### src/rtl/fft_output_serializer.sv
// Serializes one captured FFT result vector into a valid/ready stream of
// (real, imag, bin index) samples, optionally in bit-reversed lane order.
module fft_output_serializer #(
  parameter int formatWidth = 9,
  parameter int LANES       = 32,
  parameter int BITREV      = 1
) (
  input  logic                               clk,
  input  logic                               rst,
  input  logic                               fft_done,
  input  logic [formatWidth*LANES-1:0]       output_real,
  input  logic [formatWidth*LANES-1:0]       output_imag,
  output logic [formatWidth-1:0]             out_real,
  output logic [formatWidth-1:0]             out_imag,
  output logic [$clog2(LANES)-1:0]           out_index,
  output logic                               out_valid,
  input  logic                               out_ready,
  output logic                               out_last,
  output logic                               busy,
  output logic                               overrun
);

  localparam int IW = $clog2(LANES);

  typedef enum logic {IDLE, SEND} state_t;

  state_t                 state, state_nx;
  logic                   done_d;
  logic                   cap;
  logic                   xfer;
  logic                   last;
  logic                   load;
  logic                   ovr_nx;
  logic [IW-1:0]          idx, idx_nx;
  logic [IW-1:0]          idx_rev;
  logic [IW-1:0]          lane_sel;
  logic [formatWidth-1:0] buf_real [LANES];
  logic [formatWidth-1:0] buf_imag [LANES];

  assign cap  = fft_done & ~done_d;
  assign last = (state == SEND) && (idx == IW'(LANES - 1));
  assign xfer = (state == SEND) && out_ready;

  always_ff @(posedge clk) begin
    if (rst) state <= IDLE;
    else     state <= state_nx;
  end

  // A capture on the final transfer chains straight into the next frame;
  // any other capture while sending is dropped and flagged.
  always_comb begin
    state_nx = state;
    idx_nx   = idx;
    load     = 1'b0;
    ovr_nx   = 1'b0;
    case (state)
      IDLE: begin
        if (cap) begin
          load     = 1'b1;
          idx_nx   = '0;
          state_nx = SEND;
        end
      end
      SEND: begin
        if (xfer && last) begin
          idx_nx = '0;
          if (cap) load = 1'b1;
          else     state_nx = IDLE;
        end else begin
          if (xfer) idx_nx = idx + 1'b1;
          if (cap)  ovr_nx = 1'b1;
        end
      end
      default: state_nx = IDLE;
    endcase
  end

  always_ff @(posedge clk) begin
    if (rst) begin
      done_d  <= 1'b1;
      idx     <= '0;
      overrun <= 1'b0;
      for (int unsigned k = 0; k < LANES; k++) begin
        buf_real[k] <= '0;
        buf_imag[k] <= '0;
      end
    end else begin
      done_d  <= fft_done;
      idx     <= idx_nx;
      overrun <= ovr_nx;
      if (load) begin
        for (int unsigned k = 0; k < LANES; k++) begin
          buf_real[k] <= output_real[k*formatWidth +: formatWidth];
          buf_imag[k] <= output_imag[k*formatWidth +: formatWidth];
        end
      end
    end
  end

  always_comb begin
    idx_rev = '0;
    for (int unsigned b = 0; b < IW; b++) idx_rev[b] = idx[IW-1-b];
  end

  assign lane_sel  = (BITREV != 0) ? idx_rev : idx;
  assign out_real  = buf_real[lane_sel];
  assign out_imag  = buf_imag[lane_sel];
  assign out_index = idx;
  assign out_valid = (state == SEND);
  assign busy      = (state == SEND);
  assign out_last  = last;

endmodule
### config.mk
export PLATFORM = sky130hd
export DESIGN_NAME = fft_output_serializer
export DESIGN_NICKNAME = d
export VERILOG_FILES = /design/src/rtl/fft_output_serializer.sv
export SDC_FILE = /design/constraint.sdc
export NUM_CORES = 1
export LEC_CHECK = 0
export BUFFER_PORTS_ARGS = -buffer_cell sky130_fd_sc_hd__buf_2
export CAP_MARGIN = 20
export CELL_PAD_IN_SITES_DETAIL_PLACEMENT = 0
export CELL_PAD_IN_SITES_GLOBAL_PLACEMENT = 1
export CORE_ASPECT_RATIO = 2
export CORE_MARGIN = 8
export CORE_UTILIZATION = 25
export DETAILED_ROUTE_END_ITERATION = 10
export GPL_TIMING_DRIVEN = 0
export HOLD_SLACK_MARGIN = 0.03
export PLACE_DENSITY = 0.56
export SLEW_MARGIN = 20
export SYNTH_ARGS = -nofsm -noshare
export SYNTH_HDL_FRONTEND = slang
export SYNTH_SLANG_ARGS = --single-unit
### constraint.sdc
create_clock -name clk -period 37.6 [get_ports clk]
set_input_delay 1.88 -clock clk [delete_from_list [all_inputs] [get_ports clk]]
set_output_delay 1.88 -clock clk [all_outputs]
set_load 0.01 [all_outputs]
==> out/metrics.yaml, run 1 <==
synth.distinct_cells: 34
fin_area_um2: 34200
antenna_found_initial: 16
rsz0062_at_grt: "false"
placed_cell_area_um2: 32200
tightest_slew_ns: 1.10
maxSlewViolCount: 0
grt.total_usage: 0.181
cpMaxStageDelayCell: "buf_2"
end_kind: "output pin"
drive_above_1_share: 0.366
cap_violations: 0
final_util: 0.320
grt_pass1_wl_um: 150000
yosys.area.top_type: "edfxtp_1"
drt_wl_total_um: 110000
synth_top_area_frac: 0.644
io_pins: 607
dp_hpwl_um: 89200
overflow: 0
synthArstFlopShare: 0
die_area_um2: 119000
ys_ff_latch: 589
core_region_area_um2: 107000
syn_area_um2: 26800
instances_no_fill: 4033
cts_setup_buffers: 0
dieHeight_um: 479
fmax_ghz: 0.182
relSlewSlack: 0.268
syn_area_per_cell_um2: 14.1
via_count: 18000
wire_per_inst_um: 27.4
critical-path-max-stage-delay_ns: 0.64
clk_path_buf_depth: 3
dp.cells: 3911
ir_drop_v: 0.0000348
drt_iter0_drc: 942
ant_nets: 0
cp_max_fo: 11
min_period_over_period: 0.146
seq_area_frac_synth: 0.654
hold_class: "reg2reg"
drtPass1Iterations: 5
synth_area_leaders: "edfxtp_1, mux2i_1, nor2b_1"
arrival_ns: 3.61
period_minus_slack_ns: 5.49
numCtsBuffers: 56
clkSinkCount: 589
cp_common_cell: "buf_2"
path_buf_inv: 3
p_leak_nw: 12.9
drc: 0
hold_buffers: 0
via_per_inst: 4.45
root_buffer: "clkbuf_16"
crit_type: "reg2out"
cts_tree: "built"
synthCells: 1901
hold-worst-slack_ns: 0.558
grt_start_max_net_pins: 31
start_util: 0.251
nets: 3175
finalSetupViolCount: 0
grt_pass1_vias: 19900
ys.flop_type: "edfxtp_1"
worstSetupStartpointType: "flop"
p_per_area_nw_per_um2: 43.8
clkLatencyLatePin_ns: 0.65
path_delay_family: "buffers and inverters"
die_w_um: 248
num_rows: 170
crit_required_ns: 35.72
syn2layout_area_growth_pct: 27.5
hold_viol: 0
syn-num-nets: 2483
yosysWarnings: 0
skew_ns: 0.0215
post_cts_resize_count: 0
synth_edf_count: 576
status: "finished, final reports clean"
port_buffers: 605
gp_congestion: 0.843
crit_path_cell_trace: "nor2_2 > buf_2 > buf_2 > a22oi_1 > nand3_1 > nand3_1 > buf_2"
cts-htree-levels: 2
fill_cells: 10800
clkTransAtPathRegs_ns: 0.07
## kinds of logic (layout without fill, tap and decap cells)
kind of cell	after synthesis	count (layout)	synth area share
buf+inv	138	876	0.0263
simple gates	712	712	0.166
other cells	0	18	0
mux	288	288	0.107
fa+ha+maj	2	2	0.000932
compound gates	172	172	0.0450
flops	589	589	0.654
## flip-flops by register name, indices dropped and copies added (netlist names), named ones only
name,cells
overrun,1
busy,1
buf_real,288
done_d,1
buf_imag,288
out_index,5
## area by class of cell
type	instances	area (µm²)	area share
Sequential cell	589	17600	0.513
Antenna cell	18	45.0	0.00132
Tap cell	1376	1720	0.0503
Multi-Input combinational cell	1174	8650	0.253
Clock inverter	42	510	0.0149
Clock buffer	62	1420	0.0416
Buffer	138	709	0.0207
Timing Repair Buffer	634	3620	0.106
## power by group
part	switching [mW]	internal (mW)	total, mW
Sequential	0.0116	0.764	0.775
Clock	0.270	0.339	0.609
Combinational	0.0636	0.0520	0.116
Total	0.345	1.16	1.50
## cell usage in the layout (no fill, tap or decap), drive strengths merged
| cell | Yosys | routed |
|---|---|---|
| nand4 | 19 | 19 |
| nand3 | 37 | 37 |
| diode | 0 | 18 |
| nor2 | 6 | 6 |
| mux2i | 288 | 288 |
| dfxtp | 13 | 13 |
| clkinv | 0 | 21 |
| inv | 0 | 7 |
| o21ai | 1 | 1 |
| nand2b | 3 | 3 |
| a31oi | 18 | 18 |
| a22oi | 73 | 73 |
| o21a | 1 | 1 |
| clkinvlp | 0 | 5 |
| or2 | 2 | 2 |
| nand2 | 40 | 40 |
| a211oi | 1 | 1 |
| or4b | 1 | 1 |
| and3 | 1 | 1 |
| clkbuf | 83 | 145 |
| ha | 2 | 2 |
| edfxtp | 576 | 576 |
| buf | 55 | 689 |
| bufinv | 0 | 9 |
| nor2b | 254 | 254 |
| nor3 | 22 | 22 |
| a21oi | 41 | 41 |
| o21bai | 1 | 1 |
| and2 | 327 | 327 |
| a22o | 36 | 36 |
## per-stage QoR
| stage | setup slack, ns | setup TNS (ns) | total power, mW |
|---|---|---|---|
| global route | 31.96 | 0 | 1.55 |
| CTS | 31.86 | 0 | 1.52 |
| floorplan | 7.57 | 0 | 0.872 |
| finish | 32.11 | 0 | 1.50 |
| detailed placement | 31.63 | 0 | 0.909 |
| global placement | -2.44 | -1343.94 | 0.951 |
## per-layer routing
layer	GRT usage	wire length, µm	up-vias
li1	-	-	8341
met1	0.210	43400	8775
met2	0.329	56800	710
met3	0.0369	6910	122
met4	0.0547	3230	16
met5	0	106	-
## Yosys cell counts, types with 2 or more instances
library cell and instances:
nand2_1 39, nor3_1 21, edfxtp_1 576, ha_1 2
clkbuf_1 56, buf_1 4, dfxtp_1 13, mux2i_1 288
nand2b_1 3, and2_2 144, nand3_1 37, a21oi_1 41
buf_4 26, a22oi_1 73, and2_1 182, a22o_1 36
nor2b_1 254, a31oi_1 18, nor2_1 5, nand4_1 19
clkbuf_2 27, buf_6 4, buf_2 21, or2_2 2
## worst paths after layout
path                 from              end  cells past startpoint  slack [ns]
min reg2reg  out_index[3]             flop                      1        0.56
min          out_index[3]             flop                      1        0.56
max reg2reg  out_index[0]  buf_imag[12][4]                     13       33.85
max                  flop      out_real[8]                      7       32.11
Power figures use the tool's default switching activity.
==> run 2: changes to the inputs <==
Settings changed: PLACE_DENSITY 0.56 to 0.58.
Clock period 37.6 ns to 4.75 ns, I/O delays scaled along.
==> run 2 against run 1 <==
  * Critical path depth is 8 higher
  * Hold slack worse by 0.48 ns
  * Sequential power grew to 7.9 times the previous value
  * Non-clock buffer count is 576 higher
  * Clock-buffer cell count is 4 higher
  * Combinational power grew to 11 times the previous value
  * Clock power grew to 7.4 times the previous value
  * Global-route usage is 0.81 points higher
  * Via count is 12% higher
  * Routed wire length is 3.4% higher
  * Sequential cell count stayed put
==> out/metrics.yaml, run 2 (same netlist as run 1, synthesis figures left out) <==
drive_above_1_share: 0.301  # -0.0647
dieHeight_um: 479  # unchanged
overflow: 0  # unchanged
drt_wl_total_um: 114000  # +3.4%
cts-htree-levels: 2  # unchanged
min_period_over_period: 0.860
dp_hpwl_um: 88700  # -0.58%
p_per_area_nw_per_um2: 300  # +580%
clkSinkCount: 589  # unchanged
die_area_um2: 119000  # unchanged
numCtsBuffers: 55  # -1.8%
ant_nets: 0  # unchanged
fill_cells: 10200  # -6.0%
regArea_um2: 17600  # about the same
final_cell_mix: "buf_2, edfxtp_1, dlygate4sd3_1"
via_per_inst: 4.39  # -1.5%
hold_viol: 0  # unchanged
skew_ns: 0.0413  # +0.0198 ns
wire_per_inst_um: 24.8  # -9.3%
placed_cell_area_um2: 32300  # +0.26%
grt_pass1_wl_um: 160000  # +6.4%
syn2layout_area_growth_pct: 48.6
drtPass1Iterations: 5  # unchanged
grt_pass1_vias: 23000  # +16%
num_rows: 170  # unchanged
tightest_slew_ns: 1.24  # +0.139 ns
clk_path_buf_depth: 3  # unchanged
io_pins: 607  # unchanged
core_region_area_um2: 107000  # unchanged
cp_max_fo: 26  # +15
grt_start_max_net_pins: 32  # +3.2%
grt.total_usage: 0.189  # +0.00813
crit_type: "in2reg"
crit_required_ns: 5.09  # -30.63 ns
layout_commonest_cell: "buf_2"
drc: 0  # unchanged
root_buffer: "clkbuf_16"
antenna_found_initial: 7  # -9
period_minus_slack_ns: 4.08
post_cts_resize_count: 0  # unchanged
gp_congestion: 0.868  # +3.0%
die_w_um: 248  # unchanged
fmax_ghz: 0.245
drt_iter0_drc: 1025  # +8.8%
status: "finished, final reports clean"
worstSetupStartpointType: "input port"
nets: 3750  # +18%
finalSetupViolCount: 0  # unchanged
clkLatencyLatePin_ns: 0.66  # about the same
arrival_ns: 4.43  # +0.82 ns
port_buffers: 605  # unchanged
fin_area_um2: 39900  # +17%
cts_tree: "built"
p_leak_nw: 15.3  # +18%
start_util: 0.251  # unchanged
instances_no_fill: 4596  # +14%
clkTransAtPathRegs_ns: 0.06  # about the same
rsz0062_at_grt: "false"
maxSlewViolCount: 0  # unchanged
ir_drop_v: 0.000251  # +620%
hold_class: "in2reg"
dp.cells: 3912  # +0.026%
end_kind: "flop"
relSlewSlack: 0.175  # -0.0928
multiInputGateArea_um2: 8680  # +0.35%
cap_violations: 0  # unchanged
via_count: 20200  # +12%
## run 2: cell count changes in the layout (fill, tap and decap cells not counted), sizes merged
cell,delta
buf,+1
dlygate4sd3,+575
inv,+3
diode,-11
clkinv,-3
clkbuf,+4
bufinv,-5
clkinvlp,-1
## run 2: final timing paths
check,startpoint,end,slack (ns),cells after the start
setup / recovery,rst,buf_imag[10][6],0.67,15
hold / removal,output_imag[259],buf_imag[28][7],0.08,2
setup reg to reg,out_index[0],buf_imag[10][6],0.76,16
hold reg to reg,out_index[1],out_index[1],0.57,2
## run 2: repair_timing
action                                  in CTS  in global routing
buffers inserted                             0                  0
hold buffers                               575                  0
endpoints found under the setup margin       0                  0
endpoints found under the hold margin      578                  0
## run 2: where the power goes
part / internal, mW / switching [mW]
logic: 0.727 / 0.591
registers: 6.04 / 0.0896
clock network: 2.42 / 2.07
## run 2: worst max-delay path, cell delays in order
cell      delay (ns)
clkbuf_1        0.70
clkbuf_2        0.34
buf_12          0.20
buf_1           0.40
o21bai_4        0.39
buf_16          0.24
buf_12          0.21
buf_12          0.21
buf_16          0.18
buf_16          0.19
buf_16          0.19
buf_16          0.19
buf_16          0.19
buf_12          0.21
buf_16          0.20
## run 2: area by class of cell
type                            count  area share
Sequential cell                   589       0.440
Timing Repair Buffer             1210       0.236
Multi-Input combinational cell   1174       0.218
Tap cell                         1376      0.0432
Clock buffer                       66      0.0363
Buffer                            138      0.0178
Clock inverter                     36     0.00825
Antenna cell                        7    0.000439
## run 2: through the flow
step | worst slack [ns] | TNS, ns | power (mW) | hold WS [ns] | utilization
finish | 0.666 | 0 | 11.9 | 0.0762 | 0.373
global route | 0.455 | 0 | 12.4 | 0.0463 | 0.373
CTS | 0.611 | 0 | 12.1 | 0.0517 | 0.373
detailed placement | -0.0833 | -2.13 | 7.19 | 0.453 | 0.302
global placement | -8.53 | -4858.12 | 7.23 | 0.447 | 0.296
floorplan | -5.37 | -3094.75 | 6.68 | 0.344 | -
## run 2: layer usage
metal	vias up	global-route usage	share of wire
met5	-	0	0.000088
met4	2	0.0932	0.055
met3	169	0.0295	0.049
met2	790	0.336	0.50
met1	9743	0.217	0.40
li1	9467	-	-
